===== config.mk =====
export PLATFORM = sky130hd
export DESIGN_NAME = ps2_frame_rx
export DESIGN_NICKNAME = d
export VERILOG_FILES = /design/src/rtl/ps2_pkg.sv /design/src/rtl/ps2_frame_rx_filter.sv /design/src/rtl/ps2_frame_rx.sv
export SDC_FILE = /design/constraint.sdc
export NUM_CORES = 1
export LEC_CHECK = 0
export CORE_MARGIN = 5
export CORE_UTILIZATION = 54
export CTS_BUF_LIST = sky130_fd_sc_hd__clkbuf_8
export CTS_CLUSTER_DIAMETER = 30
export DETAILED_ROUTE_END_ITERATION = 12
export HOLD_SLACK_MARGIN = 0.02
export PLACE_DENSITY_LB_ADDON = 0.25
export REMOVE_ABC_BUFFERS = 1
export SYNTH_ARGS = -nofsm -noshare
export SYNTH_HDL_FRONTEND = slang
export SYNTH_SLANG_ARGS = --single-unit

===== constraint.sdc =====
create_clock -name clk -period 2 [get_ports clk]
set_clock_uncertainty 0.05 [all_clocks]
set_input_delay 0.3 -clock clk [delete_from_list [all_inputs] [get_ports clk]]
set_output_delay 0.3 -clock clk [all_outputs]
set_load 0.01 [all_outputs]

===== src/rtl/ps2_pkg.sv =====
// ps2_pkg: shared types and constants for the PS/2 receive path.
//   ps2_state_t   - deframer state encoding
//   PS2_DATA_BITS - data bits per device-to-host frame
//   PS2_BREAK     - scan-code set 2 break prefix
//   PS2_EXTEND    - scan-code set 2 extended prefix
package ps2_pkg;

  typedef enum logic [1:0] {
    IDLE   = 2'd0,
    DATA   = 2'd1,
    PARITY = 2'd2,
    STOP   = 2'd3
  } ps2_state_t;

  localparam int PS2_DATA_BITS = 8;
  localparam logic [7:0] PS2_BREAK  = 8'hF0;
  localparam logic [7:0] PS2_EXTEND = 8'hE0;

endpackage


===== src/rtl/ps2_frame_rx_filter.sv =====
// ps2_line_filter: 2-FF synchroniser followed by a stability filter for one
// raw PS/2 line.
//   clk  in  system clock
//   rst  in  asynchronous active-high reset
//   din  in  raw asynchronous line
//   dout out filtered level (resets to 1, the idle level of the bus)
module ps2_line_filter #(
  parameter int FILTER_CYCLES = 8
) (
  input  logic clk,
  input  logic rst,
  input  logic din,
  output logic dout
);

  localparam int CW = $clog2(FILTER_CYCLES + 1);
  localparam logic [CW-1:0] CNT_LAST = CW'(FILTER_CYCLES - 1);

  logic          sync1;
  logic          sync2;
  logic [CW-1:0] cnt;

  // The output follows only after the synchronised value has disagreed with
  // it for FILTER_CYCLES consecutive cycles; any agreement restarts the count.
  always_ff @(posedge clk or posedge rst) begin
    if (rst) begin
      sync1 <= 1'b1;
      sync2 <= 1'b1;
      dout  <= 1'b1;
      cnt   <= '0;
    end else begin
      sync1 <= din;
      sync2 <= sync1;
      if (sync2 != dout) begin
        if (cnt == CNT_LAST) begin
          dout <= sync2;
          cnt  <= '0;
        end else begin
          cnt <= cnt + 1'b1;
        end
      end else begin
        cnt <= '0;
      end
    end
  end

endmodule


===== src/rtl/ps2_frame_rx.sv =====
// ps2_frame_rx: conditions the raw PS/2 clock/data lines and deframes 11-bit
// device-to-host frames into a two-byte scan-code history.
//   clk     in  system clock
//   rst     in  asynchronous active-high reset
//   kclk    in  raw PS/2 clock
//   kdata   in  raw PS/2 data
//   keycode out {previous byte, newest byte}
//   oflag   out one-cycle pulse, keycode just updated
//   err     out one-cycle pulse, frame dropped (start/parity/stop/timeout)
//
// state  | meaning
// IDLE   | waiting for a start bit
// DATA   | shifting in D0..D7, LSB first
// PARITY | capturing the odd-parity bit
// STOP   | checking stop bit and parity, publishing the byte
module ps2_frame_rx
  import ps2_pkg::*;
#(
  parameter int FILTER_CYCLES  = 8,
  parameter int TIMEOUT_CYCLES = 200_000
) (
  input  logic        clk,
  input  logic        rst,
  input  logic        kclk,
  input  logic        kdata,
  output logic [15:0] keycode,
  output logic        oflag,
  output logic        err
);

  localparam logic [1:0] S_IDLE   = IDLE;
  localparam logic [1:0] S_DATA   = DATA;
  localparam logic [1:0] S_PARITY = PARITY;
  localparam logic [1:0] S_STOP   = STOP;

  localparam int BW = $clog2(PS2_DATA_BITS);
  localparam int TW = $clog2(TIMEOUT_CYCLES);
  localparam logic [BW-1:0] BIT_LAST = BW'(PS2_DATA_BITS - 1);
  localparam logic [TW-1:0] TO_LAST  = TW'(TIMEOUT_CYCLES - 1);

  logic          kclk_f;
  logic          kdata_f;
  logic          kclk_prev;
  logic          strobe;
  logic [1:0]    state;
  logic [BW-1:0] bit_cnt;
  logic [TW-1:0] to_cnt;
  logic [7:0]    shreg;
  logic          par;

  ps2_line_filter #(.FILTER_CYCLES(FILTER_CYCLES)) u_clk_filter (
    .clk  (clk),
    .rst  (rst),
    .din  (kclk),
    .dout (kclk_f)
  );

  ps2_line_filter #(.FILTER_CYCLES(FILTER_CYCLES)) u_data_filter (
    .clk  (clk),
    .rst  (rst),
    .din  (kdata),
    .dout (kdata_f)
  );

  assign strobe = kclk_prev & ~kclk_f;

  always_ff @(posedge clk or posedge rst) begin
    if (rst) begin
      kclk_prev <= 1'b1;
      state     <= S_IDLE;
      bit_cnt   <= '0;
      to_cnt    <= '0;
      shreg     <= '0;
      par       <= 1'b0;
      keycode   <= '0;
      oflag     <= 1'b0;
      err       <= 1'b0;
    end else begin
      kclk_prev <= kclk_f;
      oflag     <= 1'b0;
      err       <= 1'b0;
      // A strobe takes priority over a coincident timeout.
      if (strobe) begin
        to_cnt <= '0;
        case (state)
          S_IDLE: begin
            if (!kdata_f) begin
              state   <= S_DATA;
              bit_cnt <= '0;
            end else begin
              err <= 1'b1;
            end
          end
          S_DATA: begin
            shreg[bit_cnt] <= kdata_f;
            if (bit_cnt == BIT_LAST) state <= S_PARITY;
            else                     bit_cnt <= bit_cnt + 1'b1;
          end
          S_PARITY: begin
            par   <= kdata_f;
            state <= S_STOP;
          end
          default: begin
            if (kdata_f && (^{shreg, par})) begin
              keycode <= {keycode[7:0], shreg};
              oflag   <= 1'b1;
            end else begin
              err <= 1'b1;
            end
            state <= S_IDLE;
          end
        endcase
      end else if (state != S_IDLE) begin
        if (to_cnt == TO_LAST) begin
          state   <= S_IDLE;
          bit_cnt <= '0;
          to_cnt  <= '0;
          err     <= 1'b1;
        end else begin
          to_cnt <= to_cnt + 1'b1;
        end
      end else begin
        to_cnt <= '0;
      end
    end
  end

endmodule

==> run_results.csv <==
group,metric,value,unit
synthesis,synth_largest_type_area_fraction,48.7,%
drt,postRouteWirelength,4.93,mm
clock_network,post_cts_hold_buffer_count,0,
job,count_of_max_cap_constraint_violations,0,
synthesis,synth_adder_area_share,3.78,%
synthesis,synth-compound-area-share,1.89,%
clock_network,post-cts-setup-buffer-count,0,
power_and_ir_drop,p_leak,1.75,nW
die,io_pins,22,
worst_setup_path,maximum_fanout_along_the_worst_path,17,
power_and_ir_drop,power.switching_fraction,28.1,%
clock_network,clk_transition_reported_paths,0.07,ns
worst_setup_path,count_of_buffering_cells_on_the_critical_path_with_inverters_included,1,
grt,via_count_of_the_first_global_routing_pass,1908,
drt,route.detailed.drc,0,
synthesis,netlist_instances,248,
synthesis,synth_edf_count,0,
layout,synthToLayoutAreaGrowth,21.6,%
layout,antenna_cells,0,
worst_setup_path,worst-endpoint-required,2.17,ns
synthesis,synth-async-reset-ratio,100,%
placed_design,placed_inst_area,3370,µm²
worst_setup_path,reg2reg_from,"shreg[3]$_DFFE_PP0P_",
drt,drt-pass1-iter-count,4,
min_path,timing.hold.worst.class,"reg2reg",
die,core.rowCount,27,
placed_design,detailed_place_hpwl,3.35,mm
worst_setup_path,crit_chain,"xnor2_1 > xnor3_1 > xnor2_2 > nand4_4 > buf_12 > mux2_4",
power_and_ir_drop,intPower,2.50,mW
grt,wire_length_of_the_first_global_routing_pass,8.84,mm
synthesis,synthMostInstantiatedCell,"sky130_fd_sc_hd__dfrtp_1",
clock_network,cts_sinks,65,
sta,final_hold_vios,0,
die,starting_density_of_the_core,54.8,%
placed_design,placement.io_buffers,21,
clock_network,clk_root_buffer_cell,"sky130_fd_sc_hd__clkbuf_8",
synthesis,synth_xor_xnor_area_share,8.65,%
synthesis,dominant_combinational_cell_family_by_area_after_synthesis,"simple AND/OR/NAND/NOR gates",
grt,maximum_number_of_pins_on_one_net_before_global_route_repair,66,
worst_setup_path,critPathLaunch,"shreg[3]$_DFFE_PP0P_",
clock_network,clk_latency_worst_skew_pair,0.33,ns
synthesis,synth_flop_cell,"sky130_fd_sc_hd__dfrtp_1",
power_and_ir_drop,switching_power,0.977,mW
worst_setup_path,cell_family_with_the_largest_share_of_critical_path_delay,"XOR/XNOR gates",
synthesis,multiplexer_area_fraction_after_synthesis,12.8,%
drt,routed_via_density,5.16,
placed_design,gp_congestion,0.820,
drt,post_drt_wl_per_cell,13.6,µm
synthesis,mappedNetlistArea,2980,µm²
layout,layout-drive-gt1-share,25.8,%
clock_network,cts_htree_levels,3,
worst_setup_path,timing.critical_path.slowest_stage_cell,"sky130_fd_sc_hd__xnor3_1",
sta,timing_worst_slew_pin_value,0.427,ns
synthesis,netlist_top_cells_count,"sky130_fd_sc_hd__dfrtp_1 (58), sky130_fd_sc_hd__nor2_1 (28), sky130_fd_sc_hd__mux2_2 (21)",
sta,rel_slew_slack,71.3,%
drt,drt_iter0_markers,83,
synthesis,synth_cell_types,33,
placed_design,placed_cells,347,
clock_network,clock_tree.buffer_depth,2,
sta,rsz0062_at_grt,"yes",
sta,postLayoutSetupSlackWorst,0.0118,ns
worst_setup_path,critical_path_arrival,2.15,ns
layout,finished_cell_area,3620,µm²
sta,drv_slew,0,
power_and_ir_drop,cellPowerDensity,960,nW/µm²
power_and_ir_drop,p_comb_share,18.2,%
synthesis,yosysTopAreaCell,"sky130_fd_sc_hd__dfrtp_1",
die,vert_die_dim,84.3,µm
clock_network,clock_tree_from_tritoncts,"done",
synthesis,synth_seq_cells,65,
power_and_ir_drop,pwr-share-seq,45.7,%
placed_design,place_worst_setup_slack,-0.0163,ns
clock_network,cts_made_buffers,9,
sta,timing.final.setup_violations,0,
die,chipWidth,84.3,µm
drt,postRouteAntennaNets,0,
synthesis,yosysSeqAreaShare,54.9,%
power_and_ir_drop,p_clk_share,36.1,%
grt,antenna_found_initial,0,
layout,nets,299,
power_and_ir_drop,peakVddDrop,608,µV
synthesis,synth_area_leaders,"sky130_fd_sc_hd__dfrtp_1 (49%), sky130_fd_sc_hd__mux2_2 (7.9%), sky130_fd_sc_hd__dfstp_2 (6.2%)",
sta,max_freq,503,MHz
grt,grt.total_usage,15.4,%
synthesis,synth-simple-area-share,15.8,%
drt,vias,1873,
worst_setup_path,timing.critical_path.slowest_cell_delay,0.44,ns
worst_setup_path,worstSetupPathType,"reg2reg",
min_path,hold_start,"u_clk_filter.sync1$_DFF_PP1_",
synthesis,synth.avg_cell_area,12.0,µm²
grt,grt_remaining_overflow,0,
sta,fin_crit,1.99,ns
synthesis,yosysWarnings,0,
die,die_area,7100,µm²
worst_setup_path,crit_path_end_kind,"flip-flop",
sta,period_share,99.4,%
layout,layout.cells.non_filler,363,
die,core_area,5440,µm²
outcome,run_status,"finished clean",
worst_setup_path,critPathLaunchType,"flip-flop",
## power by group through the flow
stage          registers, mW  logic [mW]  clock network (mW)
6_report                1.59       0.632                1.26
5_1_grt                 1.62       0.712                1.36
4_1_cts                 1.59       0.622                1.28
3_5_place_dp            1.61       0.616                   0
2_1_floorplan           1.58       0.430                   0
3_3_place_gp            1.61       0.603                   0
## cell type report
type / instances / area (µm²)
multi-input combinational: 169 / 1300
fill: 418 / 1820
sequential: 65 / 1640
inverter: 5 / 18.8
clock buffer: 11 / 151
tap: 72 / 90.1
clock inverter: 5 / 77.6
timing repair buffer: 36 / 348
## stage by stage
stage	power [mW]	utilization, %	TNS (ns)	hold slack [ns]
floorplan	2.01	-	-0.540	0.254
global placement	2.21	62.0	0	0.296
detailed placement	2.23	62.0	-0.0591	0.298
CTS	3.50	66.2	0	0.307
global route	3.69	66.6	-1.19	0.309
finish	3.48	66.6	0	0.307
## worst paths after layout
path                                                 to  slack, ns  cells past startpoint
min in group asynchronous          to_cnt[10]$_DFF_PP0_       0.32                      3
max in group asynchronous  u_clk_filter.sync2$_DFF_PP1_       1.27                      3
max                              keycode[5]$_DFFE_PP0P_       0.01                      6
min                        u_clk_filter.sync2$_DFF_PP1_       0.31                      0
min reg2reg                u_clk_filter.sync2$_DFF_PP1_       0.31                      0
max reg2reg                      keycode[5]$_DFFE_PP0P_       0.01                      6
## cell families after synthesis
family	Yosys count
muxes	31
buffers and inverters	14
adders and majority gates	9
DFF	65
xor gates and xnor gates	27
and+or+nand+nor	93
AOI/OAI and AO/OA	9
## layer usage
layer	global-route usage, %	vias up	wire [µm]
met4	6.14	0	78
met3	3.93	8	166
met1	20.2	918	2420
met2	24.4	26	2270
li1	-	921	-
met5	0	-	0
## placed cells by master (no fill, tap or decap), drive strengths merged, types with 2 or more instances in the layout
cell	synthesis	layout
dfrtp	58	58
mux2	30	30
nor2	28	28
clkdlybuf4s50	0	21
nand2	17	17
buf	4	15
xor2	13	13
xnor2	13	13
nand3	11	11
clkbuf	5	11
nor3	9	9
ha	9	9
and3	8	8
dfstp	7	7
nand4	6	6
inv	5	5
nor2b	4	4
a21oi	3	3
nand3b	2	2
nor3b	2	2
and4	2	2
nand2b	2	2
o21ai	2	2
clkinv	0	2
bufinv	0	2
a22oi	2	2
## sequential cells by signal (all words and copies together) (netlist names)
signal               flops
oflag                    1
u_data_filter.sync2      1
u_data_filter.dout       1
bit_cnt                  3
err                      1
u_clk_filter.dout        1
u_data_filter.sync1      1
kclk_prev                1
keycode                 16
u_data_filter.cnt        4
u_clk_filter.cnt         4
u_clk_filter.sync2       1
u_clk_filter.sync1       1
par                      1
shreg                    8
to_cnt                  18
state                    2
## repair_timing
item	in CTS	in global routing
endpoints found under the setup margin	11	19
pin swaps	1	2
resized for setup	0	4
## worst reg2reg max path, stage by stage, from the launching register on
cell	delay [ns]
sky130_fd_sc_hd__dfrtp_1	0.39
sky130_fd_sc_hd__xnor2_1	0.16
sky130_fd_sc_hd__xnor3_1	0.44
sky130_fd_sc_hd__xnor2_2	0.21
sky130_fd_sc_hd__nand4_4	0.13
sky130_fd_sc_hd__buf_12	0.19
sky130_fd_sc_hd__mux2_4	0.30
Power figures use the tool's default switching activity.
